--- src/rtl/ram_imagen_arbiter.sv ---
// Purpose : single-port frame-buffer access controller; camera writes vs bus reads.
// Latency : write lands 1 cycle after acceptance; read ack 4 cycles from grant.
// Backpres: cam_ready low outside IDLE or when a read wins; rd_req held until ack.
//
// Ports:
//   clk_i, rst_i        clock (rising edge), async active-high reset
//   cam_vsync_i         frame start: next write goes to address 0
//   cam_valid_i/dat_i   capture pixel stream; cam_ready_o = pixel taken this cycle
//   rd_req_i/adr_i      bus read request, held until rd_ack_o
//   rd_ack_o/dat_o      one-cycle read-done pulse; rd_dat_o held until next ack
//   ram_we_o/re_o       registered RAM write enable / read strobe
//   ram_adr_o/dat_o     registered RAM address / write data
//   ram_dat_i           RAM read data, valid the cycle after ram_re_o
//   wr_adr_o            next capture write address
//   frame_done_o        pulse after the last word of a frame has been written
module ram_imagen_arbiter #(
  parameter int ADR_W      = 19,
  parameter int DAT_W      = 8,
  parameter int WORD_DEPTH = 307200,
  parameter int MAX_WAIT   = 4
) (
  input  logic             clk_i,
  input  logic             rst_i,
  input  logic             cam_vsync_i,
  input  logic             cam_valid_i,
  input  logic [DAT_W-1:0] cam_dat_i,
  output logic             cam_ready_o,
  input  logic             rd_req_i,
  input  logic [ADR_W-1:0] rd_adr_i,
  output logic             rd_ack_o,
  output logic [DAT_W-1:0] rd_dat_o,
  output logic             ram_we_o,
  output logic             ram_re_o,
  output logic [ADR_W-1:0] ram_adr_o,
  output logic [DAT_W-1:0] ram_dat_o,
  input  logic [DAT_W-1:0] ram_dat_i,
  output logic [ADR_W-1:0] wr_adr_o,
  output logic             frame_done_o
);

  typedef enum logic [1:0] {IDLE, WR, RD, RDW} state_t;

  localparam int SW = $clog2(MAX_WAIT + 1);
  localparam logic [ADR_W-1:0] LAST_ADR   = ADR_W'(WORD_DEPTH - 1);
  localparam logic [SW-1:0]    STARVE_MAX = SW'(MAX_WAIT);

  state_t           state;
  logic [SW-1:0]    starve;   // consecutive write grants while a read waits
  logic             rd_ok;
  logic             rd_grant;
  logic             wr_grant;
  logic [ADR_W-1:0] use_adr;

  // Grant decision. rd_ok masks the request during the ack cycle so a
  // requester that has not yet dropped rd_req is not served twice.
  always_comb begin
    rd_ok    = rd_req_i & ~rd_ack_o;
    rd_grant = (state == IDLE) & rd_ok & (~cam_valid_i | (starve == STARVE_MAX));
    wr_grant = (state == IDLE) & cam_valid_i & ~rd_grant;
    use_adr  = cam_vsync_i ? '0 : wr_adr_o;
  end

  assign cam_ready_o = wr_grant;

  always_ff @(posedge clk_i or posedge rst_i) begin
    if (rst_i) begin
      state        <= IDLE;
      starve       <= '0;
      rd_ack_o     <= 1'b0;
      rd_dat_o     <= '0;
      ram_we_o     <= 1'b0;
      ram_re_o     <= 1'b0;
      ram_adr_o    <= '0;
      ram_dat_o    <= '0;
      wr_adr_o     <= '0;
      frame_done_o <= 1'b0;
    end else begin
      rd_ack_o     <= 1'b0;
      frame_done_o <= 1'b0;

      // Capture address: advance past the address actually used, wrapping
      // at the end of the frame; a lone vsync just rewinds to 0.
      if (wr_grant) begin
        if (use_adr == LAST_ADR) begin
          wr_adr_o     <= '0;
          frame_done_o <= 1'b1;
        end else begin
          wr_adr_o <= use_adr + 1'b1;
        end
      end else if (cam_vsync_i) begin
        wr_adr_o <= '0;
      end

      case (state)
        IDLE: begin
          if (rd_grant) begin
            ram_re_o  <= 1'b1;
            ram_adr_o <= rd_adr_i;
            starve    <= '0;
            state     <= RD;
          end else if (wr_grant) begin
            ram_we_o  <= 1'b1;
            ram_adr_o <= use_adr;
            ram_dat_o <= cam_dat_i;
            // Only count writes that actually kept a reader waiting.
            starve    <= rd_ok ? starve + 1'b1 : '0;
            state     <= WR;
          end
        end
        WR: begin
          ram_we_o <= 1'b0;
          state    <= IDLE;
        end
        RD: begin
          ram_re_o <= 1'b0;
          state    <= RDW;
        end
        RDW: begin
          rd_dat_o <= ram_dat_i;
          rd_ack_o <= 1'b1;
          state    <= IDLE;
        end
        default: state <= IDLE;
      endcase
    end
  end

endmodule

--- config.mk ---
export PLATFORM = sky130hd
export DESIGN_NAME = ram_imagen_arbiter
export DESIGN_NICKNAME = d
export VERILOG_FILES = /design/src/rtl/ram_imagen_arbiter.sv
export SDC_FILE = /design/constraint.sdc
export NUM_CORES = 1
export LEC_CHECK = 0
export CORE_ASPECT_RATIO = 1.75
export CORE_MARGIN = 8
export CORE_UTILIZATION = 49
export CTS_CLUSTER_DIAMETER = 50
export DETAILED_ROUTE_END_ITERATION = 12
export PLACE_DENSITY = 0.85
export SYNTH_ARGS = -nofsm -noshare
export SYNTH_HDL_FRONTEND = slang
export SYNTH_SLANG_ARGS = --single-unit
--- constraint.sdc ---
create_clock -name clk_i -period 2.75 [get_ports clk_i]
set_input_delay 0.4125 -clock clk_i [delete_from_list [all_inputs] [get_ports clk_i]]
set_output_delay 0.4125 -clock clk_i [all_outputs]
set_load 0.005 [all_outputs]
======== Yosys cells after proc, flatten, opt, wreduce, memory -nomap -nowiden ========
Index checks and enable logic that the tools add are counted.
W data, S select, Z words.
cells by class
  $add $sub $neg .......................... 2
  equal/unequal tests ..................... 9
  multiplexer cells ....................... 19
  bitwise gates (word level) .............. 9
  reduce and logical (&&, ||, !) cells .... 9
operators by type and width
  operator                 number
  $mux W19                 5
  $add A19 B1 Y19 const B  1
  $eq A19 B19 Y1 const B   1
  $mux W3                  3
  $mux W1                  6
  $ne A2 B2 Y1 const B     3
  $pmux W2 S3              1
  $reduce_and A3 Y1        2
  $reduce_bool A2 Y1       3
  $and A1 B1 Y1            5
  $eq A2 B2 Y1 const B     2
  $mux W2                  2
  $pmux W1 S2              2
  $reduce_and A2 Y1        2
  $add A3 B1 Y3 const B    1
  $eq A3 B3 Y1 const B     1
  $ne A3 B3 Y1 const B     1
  $not A1 Y1               3
  $eq A2 B1 Y1 const B     1
  $logic_not A2 Y1         1
  $reduce_or A2 Y1         1
  $or A1 B1 Y1             1
storage, ports and cells
  bits in registers ....................... 63
  output and inout bits ................... 59

======== Logic depth before layout (Yosys ltp) ========
  word-level depth ........................ 9
  gate-level depth with buffers ........... 8
  mapped depth without buffers ............ 7

======== Worst setup path after synthesis ========
OpenSTA, ideal clock, no wires.
  kind .................................... input to register
  start point ............................. in cam_vsync_i
  end point ............................... reg wr_adr_o[14]
  setup time .............................. 0.128 ns
  data arrival time ....................... 2.028 ns
  required time ........................... 2.622 ns
  setup slack ............................. 0.594 ns
  cell stages on the path ................. 8
  path buffers ............................ 2
  cell sequence ........................... buf_6 clkbuf_1 nor2b_1 ha_1 and3_1 nand4_1 nor3_1 mux2_1
between the ends
  word-level cells in the longest chain between the ends .. 4
  elaborated cells on any way between the ends .. 5
  classes of those cells .................. add/sub: 1; eq/ne: 1; mux: 3
ends and longest elaborated chain
  what                                               line    RTL
  from (decl)                                        24      input logic cam_vsync_i,
  $mux W19 (*)                                       n/a
  $add A19 B1 Y19 or $eq A19 B19 Y1 (tied branches)  88, 84
  $mux W19                                           84      if (use_adr == LAST_ADR) begin
  $mux W19 (*)                                       83      if (wr_grant) begin
  to (signal assigned)                               88      wr_adr_o <= use_adr + 1'b1;
  to (decl)                                          37      output logic [ADR_W-1:0] wr_adr_o,
Mark *: on every way between the ends. The rest lies on a longest branch, timed or not.
A chain may end at the register's enable or synchronous reset.

======== Worst setup path in the final report ========
  start point ............................. in cam_valid_i
  end point ............................... out cam_ready_o
between the ends
  word-level cells in the longest chain between the ends .. 5
  elaborated cells on any way between the ends .. 6
  classes of those cells .................. bitwise: 6
ends and longest elaborated chain
  what                         line  RTL
  from (decl)                  25    input logic cam_valid_i,
  $not A1 Y1                   58    rd_grant = (state == IDLE) & rd_ok & (~cam_valid_i | (starve == STARVE_MAX));
  $or A1 B1 Y1                 58
  $and A1 B1 Y1                58
  $not A1 Y1 (no source line)  n/a
  $and A1 B1 Y1 (*)            59    wr_grant = (state == IDLE) & cam_valid_i & ~rd_grant;
  to (decl)                    27    output logic cam_ready_o,
Marks and branches as above.

==> results.md <==
* First-pass GRT wire length at approximately 13 mm
* RSZ-0062 raised after global routing: no
* Initial antenna violation count at 0
* Maximum vdd drop at about 0.6 mV
* Slowest cell on the critical path: clkdlybuf4s50_1
* Slowest Stage Delay on Critical Path at roughly 0.56 ns
* Die width at about 75 um
* Reg2Reg Launch Point: wr_adr_o[1]$_DFF_PP0_
* Synthesized area at 0.00300 mm2
* Total CTS buffers at 9
* I/O Buffers at 98
* Grt ovf at 0
* Crit path launch: cam_valid_i
* Clock Latency Late Sink at between 0.3 and 0.4 ns
* Worst-Margin Slew at between 0.5 and 0.6 ns
* Commonest non-fill, non-tap cell in the layout: clkdlybuf4s50_1
* Largest net degree at the start of global routing at 40
* Relative slew margins at 0.613
* Dominant synthesized flop cell: dfrtp_1
* Routed wire length at about 8.5 mm
* Synth async-reset ratio at 1.00
* Most frequent cells in the layout: clkdlybuf4s50_1, dfrtp_1, nand2_1
* Die area at between 0.008 and 0.009 mm2
* Max cap viols at 0
* DRC violations left at 0
* P&R area growth vs syn at 43.8%
* Worst EP arrival at 1.94 ns
* Final ANT Viol Nets at 0
* Setup Crit Path Kind: input pin to output port
* Final total power at around 3.6 mW
* Syn Area/Cell at 9.88 um2
* Gr usage total at 0.197
* Vias in the first global route at around 2,800
* Layout cells sized above 1 at 0.101
* Post-Syn Instances at 304
* Status: finished clean
* Via count at 2,688
* Crit path cell chain: clkdlybuf4s50_1 > nor3b_4 > nand2_1 > inv_2 > clkdlybuf4s50_1
* #FFs+latches synth at between 60 and 70
* CTS tree: yes
* Clock buffer depth at 2
* I/O Pins at 99
* CP endpoint kind: output port
* Crit-path max FO at 4
* Fmax at 425 MHz
* Final Non-Filler Cells at approximately 490
* Pwr dens at around 840 mW/mm2
* Setup TNS at 0 ns
* Hold Vio Cnt, Final at 0
* Clock net sink count at between 60 and 70
* Detailed placement HPWL at 6.45 mm
* Post-Syn Nets at approximately 350
* Most frequent CP cell: clkdlybuf4s50_1
* Clock slew at reported path FFs at 0.07 ns
* Diode count at 0
* Number of synthesized flops with an enable pin at 0
* Leakage at between 1.5 and 2 nW
* Core area at 0.00609 mm2
* HP Class: input pin to async pin
* Die Span Y at roughly 120 um
* Inst Count DP at around 480
* Clock root cell: clkbuf_8
* Setup Fix Bufs, Post-CTS at 0
* DR iter-0 viols at 187
* Drt via density at about 5.4
* Post_cts resized at 0
* Initial Util at 0.494
* Rows at 38
* Yosys warns at 0
* Period Utilization, post-route at 0.855
* Worst EP required at roughly 2.3 ns
* Final Util at 0.710
* Cts hold-fix bufs at 0
* Final net count at between 400 and 500
* Htree depth at 3
* Final setup viols at 0
* Sequential share of the synthesized area at 0.525
* GPL Wtd Cong at between 0.8 and 0.9
* Drt first pass iters at 4
* Final-layout fill cell count at between 500 and 600
* Worst Clk Skew at around 0.0083 ns
* Synth cell types at 44
* Final Max Slew Viols at 0
* WL/cell at about 17 um
* Tmin final at approximately 2.4 ns
* Startpoint Class: input pin
area by class of cell:
type / count / area [um2] / share of cell area
multi-input combinational: 219 / 1340 / 0.311
timing repair buffer: 109 / 1080 / 0.249
sequential: 63 / 1580 / 0.365
tap: 80 / 100 / 0.0232
clock buffer: 10 / 138 / 0.0319
inverter: 7 / 26.3 / 0.00608
clock inverter: 6 / 60.1 / 0.0139
sequential cells by signal, summed over array words and instances, names as in the netlist:
register,count
ram_adr_o,19
rd_ack_o,1
wr_adr_o,19
state,2
ram_dat_o,8
starve,3
rd_dat_o,8
ram_re_o,1
ram_we_o,1
frame_done_o,1
synthesized netlist by cell type (2+ instances only):
master	count	area, um2
dfrtp_1	63	1580
nand2_1	61	229
o21ai_1	19	95.1
a21oi_1	18	90.1
nor2_1	12	45.0
nor2b_1	11	68.8
and3_1	10	62.6
clkbuf_1	10	37.5
mux2i_1	10	100
mux2_2	9	101
inv_1	6	22.5
nand3_1	6	30.0
nand4_1	6	37.5
nor3_1	6	30.0
o21ai_0	5	25.0
xor2_1	5	43.8
or3_1	4	25.0
a21o_1	3	22.5
buf_2	3	15.0
ha_1	3	37.5
nand2b_1	3	18.8
and2_1	2	12.5
and4_1	2	17.5
mux2_1	2	22.5
nand4b_1	2	17.5
nor4b_1	2	17.5
o31ai_1	2	15.0
or4_1	2	15.0
xnor2_1	2	17.5
worst paths after layout:
| kind | endpoint | slack (ns) | cells past startpoint |
|---|---|---|---|
| min in group clk_i | ram_dat_o[6]$_DFFE_PP0P_ | 0.48 | 2 |
| hold / removal | ram_adr_o[18]$_DFFE_PP0P_ | 0.44 | 2 |
| setup / recovery | cam_ready_o | 0.40 | 5 |
| hold reg to reg | ram_dat_o[6]$_DFFE_PP0P_ | 0.48 | 2 |
| max in group asynchronous | ram_adr_o[1]$_DFFE_PP0P_ | 1.69 | 3 |
| setup reg to reg | wr_adr_o[5]$_DFF_PP0_ | 0.71 | 6 |
worst max-delay path: cells and delay by family:
family        cells  cell delay [ns]
buf+inv           3             1.14
simple gates      2             0.39
metrics by stage:
step | cell area, um2 | hold WS (ns) | setup WS (ns)
finish | 4320 | 0.440 | 0.399
global route | 4320 | 0.491 | 0.313
CTS | 4320 | 0.454 | 0.381
detailed placement | 4120 | 0.465 | 0.183
global placement | 4120 | 0.457 | 0.233
floorplan | 3000 | 0.465 | 0.594
report_power, final:
| group | internal (mW) | switching [mW] | leakage [nW] | total (mW) |
|---|---|---|---|---|
| Clock | 0.438 | 0.370 | 0.0981 | 0.807 |
| Sequential | 1.23 | 0.200 | 0.826 | 1.43 |
| Combinational | 0.817 | 0.575 | 0.972 | 1.39 |
cell families after synthesis:
kind of cell / Yosys count / share of synthesized area
xor gates and xnor gates: 7 / 0.0204
buffers and inverters: 22 / 0.0325
AOI/OAI and AO/OA: 54 / 0.105
and+or+nand+nor: 134 / 0.231
muxes: 21 / 0.0746
DFF: 63 / 0.525
adders and majority gates: 3 / 0.0125
metal layers:
metal  vias up  wire [um]  global-route usage  part of all wire
li1       1261          -                   -                 -
met1      1309       2900               0.190              0.34
met2        96       4750               0.350              0.56
met3        22        608              0.0702             0.072
met4         0        230              0.0956             0.027
met5         -          0                   0                 0
No activity file was read; power rests on OpenSTA's default activity.
